### config.mk
export PLATFORM = sky130hd
export DESIGN_NAME = eth_frame_build
export DESIGN_NICKNAME = d
export VERILOG_FILES = /design/src/rtl/eth_pkg.sv /design/src/rtl/ip_csum16.sv /design/src/rtl/eth_frame_build.sv
export SDC_FILE = /design/constraint.sdc
export NUM_CORES = 1
export LEC_CHECK = 0
export ABC_AREA = 1
export BUFFER_PORTS_ARGS = -buffer_cell sky130_fd_sc_hd__buf_2
export CAP_MARGIN = 20
export CORE_MARGIN = 3
export CORE_UTILIZATION = 45
export CTS_BUF_LIST = sky130_fd_sc_hd__clkbuf_16
export DETAILED_ROUTE_END_ITERATION = 6
export HOLD_SLACK_MARGIN = 0.03
export PLACE_DENSITY = 0.66
export SETUP_SLACK_MARGIN = 0.5
export SYNTH_ARGS = -nofsm -noshare
export SYNTH_HDL_FRONTEND = slang
export SYNTH_SLANG_ARGS = --single-unit
export TNS_END_PERCENT = 100
### constraint.sdc
create_clock -name clk -period 3 [get_ports clk]
set_clock_uncertainty 0.1 [all_clocks]
set_input_delay 0.9 -clock clk [delete_from_list [all_inputs] [get_ports clk]]
set_output_delay 0.9 -clock clk [all_outputs]
set_load 0.02 [all_outputs]
### src/rtl/eth_pkg.sv
// Shared Ethernet/IPv4/UDP framing constants, build FSM states and byte helpers
// used by the TX frame builder and the RX parser.
package eth_pkg;

    localparam logic [15:0] ETHERTYPE_IPV4 = 16'h0800;
    localparam logic [7:0]  IP_PROTO_UDP   = 8'h11;
    localparam logic [31:0] PREAMBLE_W0    = 32'h5555_5555;
    localparam logic [31:0] PREAMBLE_W1    = 32'h5555_55D5;
    localparam int unsigned ETH_HDR_WORDS  = 13;

    typedef enum logic [2:0] {
        StIdle,
        StCsum,
        StHdr,
        StPay,
        StTail,
        StDone
    } build_state_e;

    // Swap the high and low nibble of every byte, e.g. 0xD5 -> 0x5D.
    function automatic logic [31:0] nibble_swap32(input logic [31:0] w);
        logic [31:0] r;
        for (int i = 0; i < 4; i++) begin
            r[8*i +: 8] = {w[8*i +: 4], w[8*i+4 +: 4]};
        end
        return r;
    endfunction

endpackage

### src/rtl/ip_csum16.sv
// Serial ones-complement accumulator for the IPv4 header checksum: clear, add one
// halfword per cycle, then fold twice and invert into a registered result.
module ip_csum16 (
    input  logic        clk,
    input  logic        rst,
    input  logic        clr,
    input  logic        add,
    input  logic        fold,
    input  logic [15:0] data,
    output logic [15:0] csum
);

    logic [31:0] acc_q;
    logic [15:0] csum_q;
    logic [16:0] fold1;
    logic [15:0] fold2;

    // The second fold cannot carry out again: 0xFFFE + 1 at most.
    always_comb begin
        fold1 = {1'b0, acc_q[15:0]} + {1'b0, acc_q[31:16]};
        fold2 = fold1[15:0] + {15'b0, fold1[16]};
    end

    always_ff @(posedge clk) begin
        if (rst || clr) begin
            acc_q  <= '0;
            csum_q <= '0;
        end else begin
            if (add) begin
                acc_q <= acc_q + {16'b0, data};
            end
            if (fold) begin
                csum_q <= ~fold2;
            end
        end
    end

    assign csum = csum_q;

endmodule

### src/rtl/eth_frame_build.sv
// Builds a preamble + Ethernet II + IPv4 + UDP frame image around a payload in TX RAM.
// Define ETH_BUILD_IP_CSUM_EN to compute the IPv4 header checksum; otherwise it is 0000.
module eth_frame_build
    import eth_pkg::*;
#(
    parameter int unsigned ADDR_W      = 10,
    parameter logic [47:0] DST_MAC     = 48'hFFFF_FFFF_FFFF,
    parameter logic [47:0] SRC_MAC     = 48'h02_00_00_00_00_01,
    parameter logic [31:0] SRC_IP      = 32'hC0A8_0102,
    parameter logic [31:0] DST_IP      = 32'hC0A8_0101,
    parameter logic [15:0] SRC_PORT    = 16'h1F90,
    parameter logic [15:0] DST_PORT    = 16'h1F91,
    parameter logic [7:0]  TTL         = 8'h40,
    parameter int unsigned PAYLOAD_MAX = 366
) (
    input  logic              clk,
    input  logic              rst,
    input  logic              start,
    input  logic [ADDR_W-1:0] payload_len,
    output logic [ADDR_W-1:0] rd_addr,
    input  logic [31:0]       rd_data,
    output logic [31:0]       wr_data,
    output logic [ADDR_W-1:0] wr_addr,
    output logic              wr_ena,
    output logic              busy,
    output logic              done,
    output logic [ADDR_W-1:0] last_addr,
    output logic              err
);

    localparam logic [ADDR_W-1:0] PAY_MAX  = ADDR_W'(PAYLOAD_MAX);
    localparam logic [ADDR_W-1:0] HDR_LAST = ADDR_W'(ETH_HDR_WORDS - 1);

    build_state_e      state_q;
    logic [ADDR_W-1:0] len_q;
    logic [15:0]       ident_q;
    logic [15:0]       hold_q;
    logic [31:0]       hdr_q;
    logic [ADDR_W-1:0] rd_addr_q;
    logic [ADDR_W-1:0] wr_addr_q;
    logic [ADDR_W-1:0] last_addr_q;
    logic              wr_ena_q;
    logic              busy_q;
    logic              done_q;
    logic              err_q;

    logic              len_ok;
    logic [15:0]       len16;
    logic [15:0]       tot_len;
    logic [15:0]       udp_len;
    logic [15:0]       ip_csum;
    logic [ADDR_W-1:0] pay_last;

    assign len_ok   = (payload_len != '0) && (payload_len <= PAY_MAX);
    assign len16    = 16'(len_q);
    assign tot_len  = (len16 << 2) + 16'd28;
    assign udp_len  = (len16 << 2) + 16'd8;
    assign pay_last = HDR_LAST + len_q;

    function automatic logic [31:0] hdr_word(input logic [3:0] idx, input logic [15:0] tlen,
                                             input logic [15:0] ulen, input logic [15:0] id,
                                             input logic [15:0] cs);
        case (idx)
            4'd0:    return PREAMBLE_W0;
            4'd1:    return PREAMBLE_W1;
            4'd2:    return DST_MAC[47:16];
            4'd3:    return {DST_MAC[15:0], SRC_MAC[47:32]};
            4'd4:    return SRC_MAC[31:0];
            4'd5:    return {SRC_MAC[15:0], ETHERTYPE_IPV4};
            4'd6:    return {16'h4500, tlen};
            4'd7:    return {id, 16'h4000};
            4'd8:    return {TTL, IP_PROTO_UDP, cs};
            4'd9:    return SRC_IP;
            4'd10:   return DST_IP;
            4'd11:   return {SRC_PORT, DST_PORT};
            4'd12:   return {ulen, 16'h0000};
            default: return 32'h0;
        endcase
    endfunction

`ifdef ETH_BUILD_IP_CSUM_EN
    localparam logic [3:0] CSUM_FOLD = 4'd10;

    logic [3:0]  cnt_q;
    logic [15:0] csum_hw;

    // Header halfwords in wire order, checksum field taken as zero.
    always_comb begin
        case (cnt_q)
            4'd0:    csum_hw = 16'h4500;
            4'd1:    csum_hw = tot_len;
            4'd2:    csum_hw = ident_q;
            4'd3:    csum_hw = 16'h4000;
            4'd4:    csum_hw = {TTL, IP_PROTO_UDP};
            4'd6:    csum_hw = SRC_IP[31:16];
            4'd7:    csum_hw = SRC_IP[15:0];
            4'd8:    csum_hw = DST_IP[31:16];
            4'd9:    csum_hw = DST_IP[15:0];
            default: csum_hw = 16'h0000;
        endcase
    end

    ip_csum16 u_csum (
        .clk  (clk),
        .rst  (rst),
        .clr  ((state_q == StIdle) && start && len_ok),
        .add  ((state_q == StCsum) && (cnt_q < CSUM_FOLD)),
        .fold ((state_q == StCsum) && (cnt_q == CSUM_FOLD)),
        .data (csum_hw),
        .csum (ip_csum)
    );
`else
    assign ip_csum = 16'h0000;
`endif

    always_ff @(posedge clk) begin
        if (rst) begin
            state_q     <= StIdle;
            len_q       <= '0;
            ident_q     <= '0;
            hold_q      <= '0;
            hdr_q       <= '0;
            rd_addr_q   <= '0;
            wr_addr_q   <= '0;
            last_addr_q <= '0;
            wr_ena_q    <= 1'b0;
            busy_q      <= 1'b0;
            done_q      <= 1'b0;
            err_q       <= 1'b0;
`ifdef ETH_BUILD_IP_CSUM_EN
            cnt_q       <= '0;
`endif
        end else begin
            done_q <= 1'b0;
            err_q  <= 1'b0;
            case (state_q)
                StIdle: begin
                    if (start && len_ok) begin
                        len_q  <= payload_len;
                        busy_q <= 1'b1;
`ifdef ETH_BUILD_IP_CSUM_EN
                        cnt_q   <= '0;
                        state_q <= StCsum;
`else
                        state_q   <= StHdr;
                        wr_ena_q  <= 1'b1;
                        wr_addr_q <= '0;
                        hdr_q     <= nibble_swap32(PREAMBLE_W0);
`endif
                    end else if (start) begin
                        err_q <= 1'b1;
                    end
                end
`ifdef ETH_BUILD_IP_CSUM_EN
                StCsum: begin
                    cnt_q <= cnt_q + 4'd1;
                    if (cnt_q == CSUM_FOLD) begin
                        state_q   <= StHdr;
                        wr_ena_q  <= 1'b1;
                        wr_addr_q <= '0;
                        hdr_q     <= nibble_swap32(PREAMBLE_W0);
                    end
                end
`endif
                StHdr: begin
                    wr_addr_q <= wr_addr_q + ADDR_W'(1);
                    if (wr_addr_q == HDR_LAST) begin
                        state_q   <= StPay;
                        rd_addr_q <= rd_addr_q + ADDR_W'(1);
                        hold_q    <= 16'h0000;
                    end else begin
                        hdr_q <= nibble_swap32(hdr_word(4'(wr_addr_q + ADDR_W'(1)), tot_len,
                                                        udp_len, ident_q, ip_csum));
                        // P0 must be requested while w12 is on the bus.
                        if (wr_addr_q == HDR_LAST - ADDR_W'(1)) begin
                            rd_addr_q <= '0;
                        end
                    end
                end
                StPay: begin
                    hold_q    <= rd_data[15:0];
                    rd_addr_q <= rd_addr_q + ADDR_W'(1);
                    wr_addr_q <= wr_addr_q + ADDR_W'(1);
                    if (wr_addr_q == pay_last) begin
                        state_q <= StTail;
                    end
                end
                StTail: begin
                    state_q     <= StDone;
                    wr_ena_q    <= 1'b0;
                    busy_q      <= 1'b0;
                    done_q      <= 1'b1;
                    last_addr_q <= wr_addr_q;
                    ident_q     <= ident_q + 16'd1;
                end
                default: state_q <= StIdle;
            endcase
        end
    end

    // Payload words come straight from the RAM read port, realigned by two bytes.
    always_comb begin
        case (state_q)
            StPay:   wr_data = nibble_swap32({hold_q, rd_data[31:16]});
            StTail:  wr_data = nibble_swap32({hold_q, 16'h0000});
            default: wr_data = hdr_q;
        endcase
    end

    assign rd_addr   = rd_addr_q;
    assign wr_addr   = wr_addr_q;
    assign wr_ena    = wr_ena_q;
    assign busy      = busy_q;
    assign done      = done_q;
    assign last_addr = last_addr_q;
    assign err       = err_q;

endmodule

==> flow_summary.ini <==
[floorplan]
dieWidth_um = 124
num_io_pins = 111
row_count = 42
coreArea_um2 = 13500
dieArea_um2 = 15400
die_height_um = 124
initial_utilization_pct = 46.7

[placed_design]
hpwl_um = 13200
numPortBuffers = 110
place_congestion = 0.955
dp_cells = 1190

[worst_setup_path]
r2r_start = wr_addr[0]
cp.required_ps = 2000
startpoint = state_q[1]
r2r_end = hdr_q[24]
rr_worst_depth = 10
r2r_slack_ps = 680
max_stage_delay_ps = 350
cp-start-kind = register
critPathKind = register to output port
cp_max_fo = 6
slowest_stage = dfxtp_2
end_kind = output port
crit_arrival_ps = 1730
setup.worst_path.end = wr_data[19]
path_cells = nor2_2 > nand2_4 > nand2_4 > buf_6 > buf_12 > mux2_4 > buf_6

[timing]
min_period_ps = 2730
tightest_slew_ps = 516
finalHoldViolCount = 0
max_slew_margin_pct = 65.6
drv_slew = 0
tns_ps = 0
fmax_mhz = 367
fin_crit_sh_pct = 90.8
rsz0062_at_grt = yes
finalSetupViolCount = 0
hold_ws_ps = 368

[global_routing]
grt_pass1_vias = 5698
grt_max_degree = 54
gr-total-overflow = 0
grt_pass1_wl_um = 29000
grt_antenna_before_repair = 0
gr-usage-all-layers_pct = 24.2

[layout]
n_antenna_cell = 0
area_growth_pct = 25.0
layout-drive-gt1-share_pct = 23.2
nNetsFinal = 1104
fin_cells = 1223
fill_cells = 1266

[synthesis]
synth.top_cells.by_count = nand2_1, dfxtp_1, a21oi_1
synth_xor_area_share_pct = 1.26
yosys.area_share.simple_pct = 31.9
synth_top_family_by_area = simple AND/OR/NAND/NOR gates
postSynth.asyncResetShare_pct = 0
yosys_register_bits = 109
syn_area_um2 = 6280
synthCells = 928
synth_warnings = 0
synth_edf_count = 0
yosys-top-cells-area = dfxtp_1, nand2_1, a21oi_1
synth.most_common_cell = nand2_1
synth_cell_type_count = 46
synthMuxAreaShare_pct = 2.33
synth_fa_ha_area_share_pct = 3.39
synth_compound_area_share_pct = 17.6
ys_seq_area_share_pct = 34.8
synth_top_area_share_pct = 34.8
yosysTopAreaCell = dfxtp_1
syn_area_per_cell_um2 = 6.76
synth_nets = 990
synth-main-ff-cell = dfxtp_1

[route]
via_per_inst = 5.27
vias = 6449
drt_iter0_drc = 461
dr.pass1.iters = 6
drcViolationCount = 0
wire_per_inst_um = 15.4
wl_um = 18800
drtAntennaViolNets = 0

[pwr]
leakage_nw = 3.49
total_power_mw = 3.44
ir_worst_vdd_mv = 0.295
p_per_area_nw_per_um2 = 439

[clock_network]
clock_sinks = 109
clockRootBuffer = clkbuf_16
path_clk_slew_ps = 80
htreeDepth = 3
cts_tree = done
numCtsBuffers = 9
clock_path_buffers = 2
worstSkewPairLatency_ps = 360

[hold_path]
hp-start = hdr_q[7]
hold_path_depth = 2
min_path_type = register to register

[status]
outcome = finished clean

[run]
maxCapViolations = 0
-- worst max-delay path, delay by kind of cell (launching register included) --
family	cells	cell delay [ps]
buffers and inverters	3	370
DFF	1	350
muxes	1	310
and+or+nand+nor	3	330
-- how the worst min path moves through the flow --
stage / endpoint / slack (ps)
floorplan: hdr_q[21] / 340
global placement: hdr_q[5] / 360
detailed placement: hdr_q[7] / 360
CTS: hdr_q[7] / 370
global route: hdr_q[13] / 400
finish: hdr_q[7] / 370
-- stage by stage --
| stage | utilization [%] | worst slack [ps] | instance area [um2] |
|---|---|---|---|
| floorplan | - | 509 | 6280 |
| global placement | 51.7 | 504 | 6960 |
| detailed placement | 51.7 | 486 | 6960 |
| CTS | 56.7 | 278 | 7630 |
| global route | 58.3 | 234 | 7850 |
| finish | 58.3 | 275 | 7850 |
-- cells by family (layout without fill, tap and decap cells) --
logic type,Yosys count,in the layout
flops,109,109
compound gates,201,201
buf+inv,132,251
simple gates,447,447
fa+ha+maj,17,17
xor+xnor,9,9
mux,13,13
-- where the power goes --
group / total [mW] / switching (mW) / leakage (nW) / internal, mW
sequential: 1.54 / 0.0443 / 0.886 / 1.50
combinational: 0.572 / 0.353 / 2.45 / 0.219
clock: 1.33 / 0.582 / 0.160 / 0.745
total: 3.44 / 0.979 / 3.49 / 2.46
-- state kept, by name, summed over array words and instances (netlist names) --
register	count
busy	1
rd_addr	10
ident_q	16
wr_addr	10
err	1
len_q	10
last_addr	10
hold_q	16
done	1
hdr_q	31
state_q	3
-- cells in the final DEF, fill, tap and decap left out, drive strengths merged, types with 10 or more instances in the layout --
master,n
nand2,267
buf,137
dfxtp,109
a21oi,100
inv,97
nor2,95
o21ai,89
nand3,66
ha,17
mux2,13
clkbuf,10
-- metal layers --
metal / global-route usage (%) / part of all wire (%) / vias to the layer above
li1: - / - / 3243
met1: 33.4 / 46 / 2951
met4: 7.39 / 1.6 / 0
met5: 0 / 0 / -
met3: 5.27 / 7.5 / 23
met2: 37.9 / 45 / 232
-- cell type report --
type | instances | area (um2) | area share [%]
Multi-Input combinational cell | 687 | 3670 | 46.8
Clock buffer | 9 | 225 | 2.87
Clock inverter | 7 | 104 | 1.32
Tap cell | 176 | 220 | 2.81
Sequential cell | 109 | 2190 | 27.9
Timing Repair Buffer | 139 | 1070 | 13.7
Inverter | 96 | 369 | 4.70
-- repair_timing --
item,CTS,global route
gates resized for setup,67,44
hold buffers,0,0
pin swaps,2,5
setup endpoints to repair,33,32
gates cloned,3,1
setup buffers,8,5
Note: power is estimated with default switching activity, not from simulation.
